File: src/rtl/uart_alu_interface_if.sv
// Signal bundle between the UART frame controller and its receiver, ALU and transmitter.
// The master side is the frame controller; the slave side is the surrounding datapath.
interface uart_alu_interface_if #(
   parameter int N_BIT = 8,
   parameter int N_OP  = 6
);
   logic             rx_done;
   logic [N_BIT-1:0] rx_data;
   logic [N_BIT-1:0] alu_result;
   logic             tx_done;
   logic [N_BIT-1:0] alu_a;
   logic [N_BIT-1:0] alu_b;
   logic [N_OP-1:0]  alu_op;
   logic [N_BIT-1:0] tx_data;
   logic             tx_start;
   logic             tout;
   logic [2:0]       state;

   modport master (
      input  rx_done, rx_data, alu_result, tx_done,
      output alu_a, alu_b, alu_op, tx_data, tx_start, tout, state
   );

   modport slave (
      output rx_done, rx_data, alu_result, tx_done,
      input  alu_a, alu_b, alu_op, tx_data, tx_start, tout, state
   );
endinterface

File: src/rtl/uart_alu_interface.sv
// Collects operand A, operand B and opcode from the UART receiver, drives a combinational
// ALU with registered operands and returns the result through the transmitter.
module uart_alu_interface #(
   parameter int N_BIT   = 8,
   parameter int N_OP    = 6,
   parameter int TIMEOUT = 1000000
) (
   input logic                 CLK,
   input logic                 RESET,
   uart_alu_interface_if.master bus
);

   typedef enum logic [2:0] {
      WAIT_A  = 3'd0,
      WAIT_B  = 3'd1,
      WAIT_OP = 3'd2,
      SEND    = 3'd3,
      WAIT_TX = 3'd4
   } state_t;

   localparam logic [19:0] TERM_COUNT = (TIMEOUT == 0) ? 20'd0 : 20'(TIMEOUT - 1);
   localparam bit          TIMEOUT_EN = (TIMEOUT != 0);

   state_t           state_reg, state_next;
   logic [N_BIT-1:0] alu_a_reg, alu_a_next;
   logic [N_BIT-1:0] alu_b_reg, alu_b_next;
   logic [N_OP-1:0]  alu_op_reg, alu_op_next;
   logic [N_BIT-1:0] tx_data_reg, tx_data_next;
   logic             tx_start_reg, tx_start_next;
   logic             tout_reg, tout_next;
   logic [19:0]      cnt_reg, cnt_next;
   logic             timeout_hit;

   assign timeout_hit = TIMEOUT_EN && (cnt_reg == TERM_COUNT);

   always_ff @(posedge CLK) begin
      if (RESET) begin
         state_reg    <= WAIT_A;
         alu_a_reg    <= '0;
         alu_b_reg    <= '0;
         alu_op_reg   <= '0;
         tx_data_reg  <= '0;
         tx_start_reg <= 1'b0;
         tout_reg     <= 1'b0;
         cnt_reg      <= '0;
      end else begin
         state_reg    <= state_next;
         alu_a_reg    <= alu_a_next;
         alu_b_reg    <= alu_b_next;
         alu_op_reg   <= alu_op_next;
         tx_data_reg  <= tx_data_next;
         tx_start_reg <= tx_start_next;
         tout_reg     <= tout_next;
         cnt_reg      <= cnt_next;
      end
   end

   always_comb begin
      state_next    = state_reg;
      alu_a_next    = alu_a_reg;
      alu_b_next    = alu_b_reg;
      alu_op_next   = alu_op_reg;
      tx_data_next  = tx_data_reg;
      tx_start_next = 1'b0;
      tout_next     = 1'b0;
      cnt_next      = cnt_reg;
      case (state_reg)
         WAIT_A: begin
            if (bus.rx_done) begin
               alu_a_next = bus.rx_data;
               cnt_next   = '0;
               state_next = WAIT_B;
            end
         end
         WAIT_B: begin
            // An arriving byte takes priority over a terminal count in the same cycle.
            if (bus.rx_done) begin
               alu_b_next = bus.rx_data;
               cnt_next   = '0;
               state_next = WAIT_OP;
            end else if (timeout_hit) begin
               tout_next  = 1'b1;
               cnt_next   = '0;
               state_next = WAIT_A;
            end else begin
               cnt_next = cnt_reg + 20'd1;
            end
         end
         WAIT_OP: begin
            if (bus.rx_done) begin
               alu_op_next = bus.rx_data[N_OP-1:0];
               cnt_next    = '0;
               state_next  = SEND;
            end else if (timeout_hit) begin
               tout_next  = 1'b1;
               cnt_next   = '0;
               state_next = WAIT_A;
            end else begin
               cnt_next = cnt_reg + 20'd1;
            end
         end
         SEND: begin
            // ALU_OP has been stable for a full cycle, so the result is settled here.
            tx_data_next  = bus.alu_result;
            tx_start_next = 1'b1;
            state_next    = WAIT_TX;
         end
         WAIT_TX: begin
            if (bus.tx_done) begin
               state_next = WAIT_A;
            end
         end
         default: state_next = WAIT_A;
      endcase
   end

   assign bus.alu_a    = alu_a_reg;
   assign bus.alu_b    = alu_b_reg;
   assign bus.alu_op   = alu_op_reg;
   assign bus.tx_data  = tx_data_reg;
   assign bus.tx_start = tx_start_reg;
   assign bus.tout     = tout_reg;
   assign bus.state    = state_reg;

endmodule

File: src/flat_wrapper.sv
// flat-port wrapper written by rule: the top's interface ports become plain ports
module uart_alu_interface_flat 
#(
   parameter int N_BIT   = 8,
   parameter int N_OP    = 6,
   parameter int TIMEOUT = 1000000
)
  (CLK, RESET, bus_rx_done, bus_rx_data, bus_alu_result, bus_tx_done, bus_alu_a, bus_alu_b, bus_alu_op, bus_tx_data, bus_tx_start, bus_tout, bus_state);
  uart_alu_interface_if #(.N_BIT(N_BIT), .N_OP(N_OP)) bus_i ();
  input logic CLK;
  input logic RESET;
  input wire logic [$bits(bus_i.rx_done)-1:0] bus_rx_done;
  input wire logic [$bits(bus_i.rx_data)-1:0] bus_rx_data;
  input wire logic [$bits(bus_i.alu_result)-1:0] bus_alu_result;
  input wire logic [$bits(bus_i.tx_done)-1:0] bus_tx_done;
  output wire logic [$bits(bus_i.alu_a)-1:0] bus_alu_a;
  output wire logic [$bits(bus_i.alu_b)-1:0] bus_alu_b;
  output wire logic [$bits(bus_i.alu_op)-1:0] bus_alu_op;
  output wire logic [$bits(bus_i.tx_data)-1:0] bus_tx_data;
  output wire logic [$bits(bus_i.tx_start)-1:0] bus_tx_start;
  output wire logic [$bits(bus_i.tout)-1:0] bus_tout;
  output wire logic [$bits(bus_i.state)-1:0] bus_state;
  assign bus_i.rx_done = bus_rx_done;
  assign bus_i.rx_data = bus_rx_data;
  assign bus_i.alu_result = bus_alu_result;
  assign bus_i.tx_done = bus_tx_done;
  assign bus_alu_a = bus_i.alu_a;
  assign bus_alu_b = bus_i.alu_b;
  assign bus_alu_op = bus_i.alu_op;
  assign bus_tx_data = bus_i.tx_data;
  assign bus_tx_start = bus_i.tx_start;
  assign bus_tout = bus_i.tout;
  assign bus_state = bus_i.state;
  uart_alu_interface #(.N_BIT(N_BIT), .N_OP(N_OP), .TIMEOUT(TIMEOUT)) u_core (.CLK(CLK), .RESET(RESET), .bus(bus_i));
endmodule
File: config.mk
export PLATFORM = sky130hd
export DESIGN_NAME = uart_alu_interface_flat
export DESIGN_NICKNAME = d
export VERILOG_FILES = /design/src/rtl/uart_alu_interface_if.sv /design/src/rtl/uart_alu_interface.sv /design/src/flat_wrapper.sv
export SDC_FILE = /design/constraint.sdc
export NUM_CORES = 1
export LEC_CHECK = 0
export ABC_CLOCK_PERIOD_IN_PS = 1700
export BUFFER_PORTS_ARGS = -buffer_cell sky130_fd_sc_hd__buf_2
export CAP_MARGIN = 20
export CORE_MARGIN = 3
export CORE_UTILIZATION = 47
export CTS_CLUSTER_DIAMETER = 60
export DETAILED_ROUTE_END_ITERATION = 8
export PLACE_DENSITY = 0.77
export SLEW_MARGIN = 25
export SYNTH_ARGS = -nofsm -noshare
export SYNTH_HDL_FRONTEND = slang
export SYNTH_SLANG_ARGS = --single-unit
File: constraint.sdc
create_clock -name CLK -period 1.7 [get_ports CLK]
set_input_delay 0.085 -clock CLK [delete_from_list [all_inputs] [get_ports CLK]]
set_output_delay 0.085 -clock CLK [all_outputs]
set_load 0.03 [all_outputs]
## Word-level counts from Yosys, hierarchy flattened

Cells that the tools add are included.

| storage, ports and cells | value |
|---|---|
| bits in latches | 0 |
| memory bits (writable) | 0 |
| word-level logic and storage cells | 38 |
| register bits | 55 |
| memories kept | 0 |
| bits in read-only memories | 0 |

| operators by class | value |
|---|---|
| bitwise logic cells | 1 |
| multiplexer cells | 12 |
| shifts and indexed selects | 0 |
| reduce and logical (&&, ||, !) cells | 9 |
| add/sub/neg operators | 1 |
| equality and inequality tests | 7 |
| order comparisons | 0 |
| divide/modulo/power cells | 0 |
| multiply operators | 0 |

Operator list:

| operator | number |
|---|---|
| 20-bit 2-to-1 mux | 3 |
| 20-bit case mux with 2 select lines | 1 |
| 20-bit by 1-bit adder with 20-bit output (second input constant) | 1 |
| 20-bit == test (second input constant) | 1 |
| 3-bit 2-to-1 mux | 5 |
| 3-bit case mux with 5 select lines | 1 |
| 2-bit AND reduction | 5 |
| 3-bit by 2-bit == test with 1-bit output (second input constant) | 2 |
| 2-bit inequality test (second input constant) | 2 |
| 3-bit by 1-bit == test with 1-bit output (second input constant) | 1 |
| 3-bit == test (second input constant) | 1 |
| 3-bit zero test | 1 |
| 3-bit OR reduction | 1 |
| 1-bit 2-to-1 mux | 2 |
| 2-bit nonzero test | 1 |
| 2-bit OR reduction | 1 |
| 1-bit NOT | 1 |

## Longest topological paths before layout

| logic depth | value |
|---|---|
| word-level depth | 4 |
| mapped depth | 6 |
| mapped depth without buffers | 6 |

## Worst setup path before layout

No wires, ideal clock.

| timing | value |
|---|---|
| path kind | register -> register |
| start | register u_core.state_reg[0] (netlist: u_core.bus.state[0]) |
| end | register u_core.cnt_reg[19] |
| clock period less this slack | 1.704 ns |
| cell stages (with the launch flop) | 7 |
| required time | 1.585 ns |
| arrival time | 1.590 ns |
| buffers on the path | 1 |
| path slack | -0.004 ns |
| cells stage by stage | dfxtp_1 > or3_1 > clkbuf_1 > nand4_1 > nor4_1 > xnor2_1 > nor2_1 |

| on the way | value |
|---|---|
| longest elaborated chain between the ends | 4 |
| elaborated cells on any way between the ends | 8 |

RTL lines:

| what | line | text |
|---|---|---|
| from (decl) | uart_alu_interface.sv:24 | `state_t state_reg, state_next;` |
| from (signal assigned) | uart_alu_interface.sv:47 | `state_reg <= state_next;` |
| 3-bit by 1-bit == test with 1-bit output / 3-bit by 2-bit == test with 1-bit output (equally long branches) | uart_alu_interface.sv:67 | `case (state_reg)` |
| 2-bit OR reduction (no line) | - |  |
| 2-bit nonzero test (no line) | - |  |
| 2-bit AND reduction (no line) | - |  |
| to (signal assigned) | uart_alu_interface.sv:54 | `cnt_reg <= cnt_next;` |
| to (decl) | uart_alu_interface.sv:31 | `logic [19:0] cnt_reg, cnt_next;` |

Several ways; a longest one is shown, not always the timed one.
A chain may end at the register's enable or synchronous reset.

## Final worst setup path

| timing | value |
|---|---|
| start | register u_core.cnt_reg[6] |
| end | register u_core.cnt_reg[10] |

| on the way | value |
|---|---|
| longest elaborated chain between the ends | 4 |
| elaborated cells on any way between the ends | 5 |

RTL lines:

| what | line | text |
|---|---|---|
| 20-bit by 1-bit adder with 20-bit output / 20-bit == test (equally long branches) | uart_alu_interface.sv:86, uart_alu_interface.sv:99, uart_alu_interface.sv:34 |  |
| 20-bit 2-to-1 mux * | uart_alu_interface.sv:81, uart_alu_interface.sv:94 |  |
| 20-bit 2-to-1 mux * | uart_alu_interface.sv:77 | `if (bus.rx_done) begin` |
| 20-bit case mux with 2 select lines * | uart_alu_interface.sv:67 |  |

Every way passes the cells marked *; elsewhere a longest branch is shown, timed or not.

==> metrics.cfg <==
[status]
status = complete, no violations

[sta]
fmax_mhz = 590.5
setup_viol = 0
maxSlewViolCount = 0
hold_viol = 0
fin_crit_ns = 1.693
worst_pin_slew_ns = 0.5065
fin_crit_sh = 0.9962
fin_skew_ns = 0.01023
setup_tns_ns = 0
slew_headroom = 0.6611
rsz0062_at_grt = yes

[min_path]
hold_path.class = in2reg
hold_path.startpoint = bus_alu_result[1]
whs_path_depth = 3
whs_endpoint = u_core.bus.tx_data[1]

[clocking]
cts_sinks = 55
cts_made_buffers = 5
clkTransAtPathRegs_ns = 0.10
clkLatencyLatePin_ns = 0.31
cts_tree = done
clockBufferDepth = 2
htreeDepth = 2
cts_root_buffer = clkbuf_8

[logic_synthesis]
netlist_instances = 267
yosys_warnings = 0
syn_area_mm2 = 0.002230
synth_ff_type = dfxtp_1
yosys.area_share.adder = 0.005612
syn-num-nets = 288
ys_seq_elements = 55
synth_enable_flop_cells = 0
muxShareOfSynthArea = 0.02694
synth_top_family_by_area = simple AND/OR/NAND/NOR gates
synthXorXnorAreaFrac = 0.07464
synth_compound_area_frac = 0.08081
ys_seq_area_frac = 0.4938
syn_area_per_cell_um2 = 8.351
async_flop_share = 0
yosysUniqueCellTypes = 34
synthSimpleGateAreaFrac = 0.2789

[global_routing]
grt_max_degree = 34
grtUsageTotal = 0.1829
grt_pass1_wl_mm = 8.059
antenna_found_initial = 0
overflow = 0
grt_pass1_vias = 1877

[floorplanning]
chipWidth_um = 74.88
die_area_mm2 = 0.005606
fp-row-count = 24
chipHeight_um = 74.88
core_area_mm2 = 0.004474
ioPinCount = 55
initial_core_util = 0.4983

[critical_path]
critPathKind = reg2reg
cp.arrival_ns = 1.89
cp_cell_sequence = or4_1, nor2_1, nand4_2, o31ai_4, buf_6, nor2_1
regToRegSetupSlack_ns = 0.007
r2r-end = u_core.cnt_reg[10]
crit_path_end_kind = register
reg2reg_from = u_core.cnt_reg[6]
critPathMaxFanout = 10
cp-start-kind = register
cpMaxStageDelayCell = or4_1
critPathMostFrequentCell = nor2_1
reg2reg_depth = 6
critPathMaxStageDelay_ns = 0.52
cp_data_required_time_ns = 1.90

[pwr]
ir_drop_v = 0.0006268
powerDensity_mw_per_mm2 = 892.5
leakagePower_nw = 1.124
totalPowerFinal_w = 0.002506

[layout]
fin_area_mm2 = 0.002808
mostFrequentLayoutCell = nand2_1
drive_above_1_share = 0.2611
seqCellArea_mm2 = 0.001102
multiInputGateArea_mm2 = 0.001062
final_core_util = 0.6275
largest_reg_flops = 20
nets = 357
insertedDiodeCount = 0
fillerInstances = 352
final_cell_mix = 59 x nand2_1, 54 x buf_2, 54 x dfxtp_1
area_growth_pct = 25.93

[routing]
drc = 0
first_pass_iters = 4
drt_first_iter_violations = 62
wl_per_cell_um = 12.52
vias_per_cell = 5.134
antenna_left = 0
vias = 1997
wl_mm = 4.871

[place]
routabilityCongestion = 0.7936
dpl.hpwl_mm = 3.400
port_buffers = 54
postPlaceCellArea_mm2 = 0.002595

[run]
cap_violations = 0

synthesized netlist by cell type, types with 2 or more instances:
| library cell | n | share of area |
|---|---|---|
| nand2_1 | 59 | 0.099 |
| dfxtp_1 | 55 | 0.49 |
| nor2_1 | 42 | 0.071 |
| a21oi_1 | 28 | 0.063 |
| xnor2_1 | 18 | 0.071 |
| clkbuf_1 | 6 | 0.010 |
| mux2i_1 | 6 | 0.027 |
| nand3_1 | 6 | 0.013 |
| nand4_1 | 6 | 0.017 |
| inv_1 | 5 | 0.0084 |
| nor4_1 | 4 | 0.011 |
| buf_6 | 3 | 0.015 |
| nor3_1 | 3 | 0.0067 |
| and2_1 | 2 | 0.0056 |
| and4_1 | 2 | 0.0079 |
| buf_1 | 2 | 0.0034 |
| nor2b_1 | 2 | 0.0056 |
| or4_1 | 2 | 0.0067 |
repair_timing:
| action | CTS | global route |
|---|---|---|
| setup endpoints to repair | 19 | 22 |
| pin swaps | 0 | 1 |
| gates resized for setup | 0 | 7 |
| hold buffers | 3 | 3 |
| hold endpoints to repair | 3 | 3 |
| buffers inserted | 0 | 1 |
critical path, delay by kind of cell, from the launching register on:
kind,cells,cell delay (ns)
AO/OA/AOI/OAI,1,0.24
flip-flops,1,0.32
AND/OR/NAND/NOR,4,0.86
buffers and inverters,1,0.18
how the worst max path moves through the flow:
stage,slack [ns],from,depth (start not counted),to
floorplan,0.02,u_core.bus.state[1],6,u_core.cnt_reg[19]
global placement,0.04,u_core.cnt_reg[6],6,u_core.cnt_reg[10]
detailed placement,0.01,u_core.cnt_reg[6],6,u_core.cnt_reg[10]
CTS,-0.02,u_core.cnt_reg[6],6,u_core.cnt_reg[10]
global route,-0.1,u_core.cnt_reg[6],6,u_core.cnt_reg[9]
finish,0.007,u_core.cnt_reg[6],6,u_core.cnt_reg[10]
power by group:
part | internal [W] | total, W | switching [W]
Sequential | 0.00132 | 0.00135 | 0.0000234
Clock | 0.000447 | 0.000883 | 0.000436
Combinational | 0.0000967 | 0.000277 | 0.000180
logic make-up after synthesis:
logic type / Yosys count
flip-flops: 55
AND/OR/NAND/NOR: 137
adder cells (fa/ha/maj): 1
buffers and inverters: 17
AO/OA/AOI/OAI: 32
XOR/XNOR: 19
multiplexers: 6
through the flow:
step | cells | hold WS (ns) | worst slack [ns]
4_1_cts | 385 | 0.0006893 | -0.01784
3_3_place_gp | 374 | 0.3027 | 0.04222
6_report | 389 | 0.009540 | 0.006539
5_1_grt | 389 | 0.007725 | -0.09875
3_5_place_dp | 374 | 0.3070 | 0.01290
2_1_floorplan | 267 | 0.2210 | 0.01998
metal layers:
layer  track usage  vias to the layer above  part of all wire
li1              -                     1021                 -
met1        0.2323                      927              0.45
met2        0.3008                       44              0.48
met3       0.06008                        5             0.061
met4       0.04545                        0            0.0096
met5             0                        -                 0
final cells by class:
class | count | area share
repair buffers | 74 | 0.1578
well taps | 52 | 0.02317
clock buffers | 5 | 0.02451
clock inverters | 3 | 0.01693
multi-input cells | 195 | 0.3783
flip-flops and latches | 55 | 0.3926
inverters | 5 | 0.006684
Note: power is estimated with default switching activity, not from simulation.
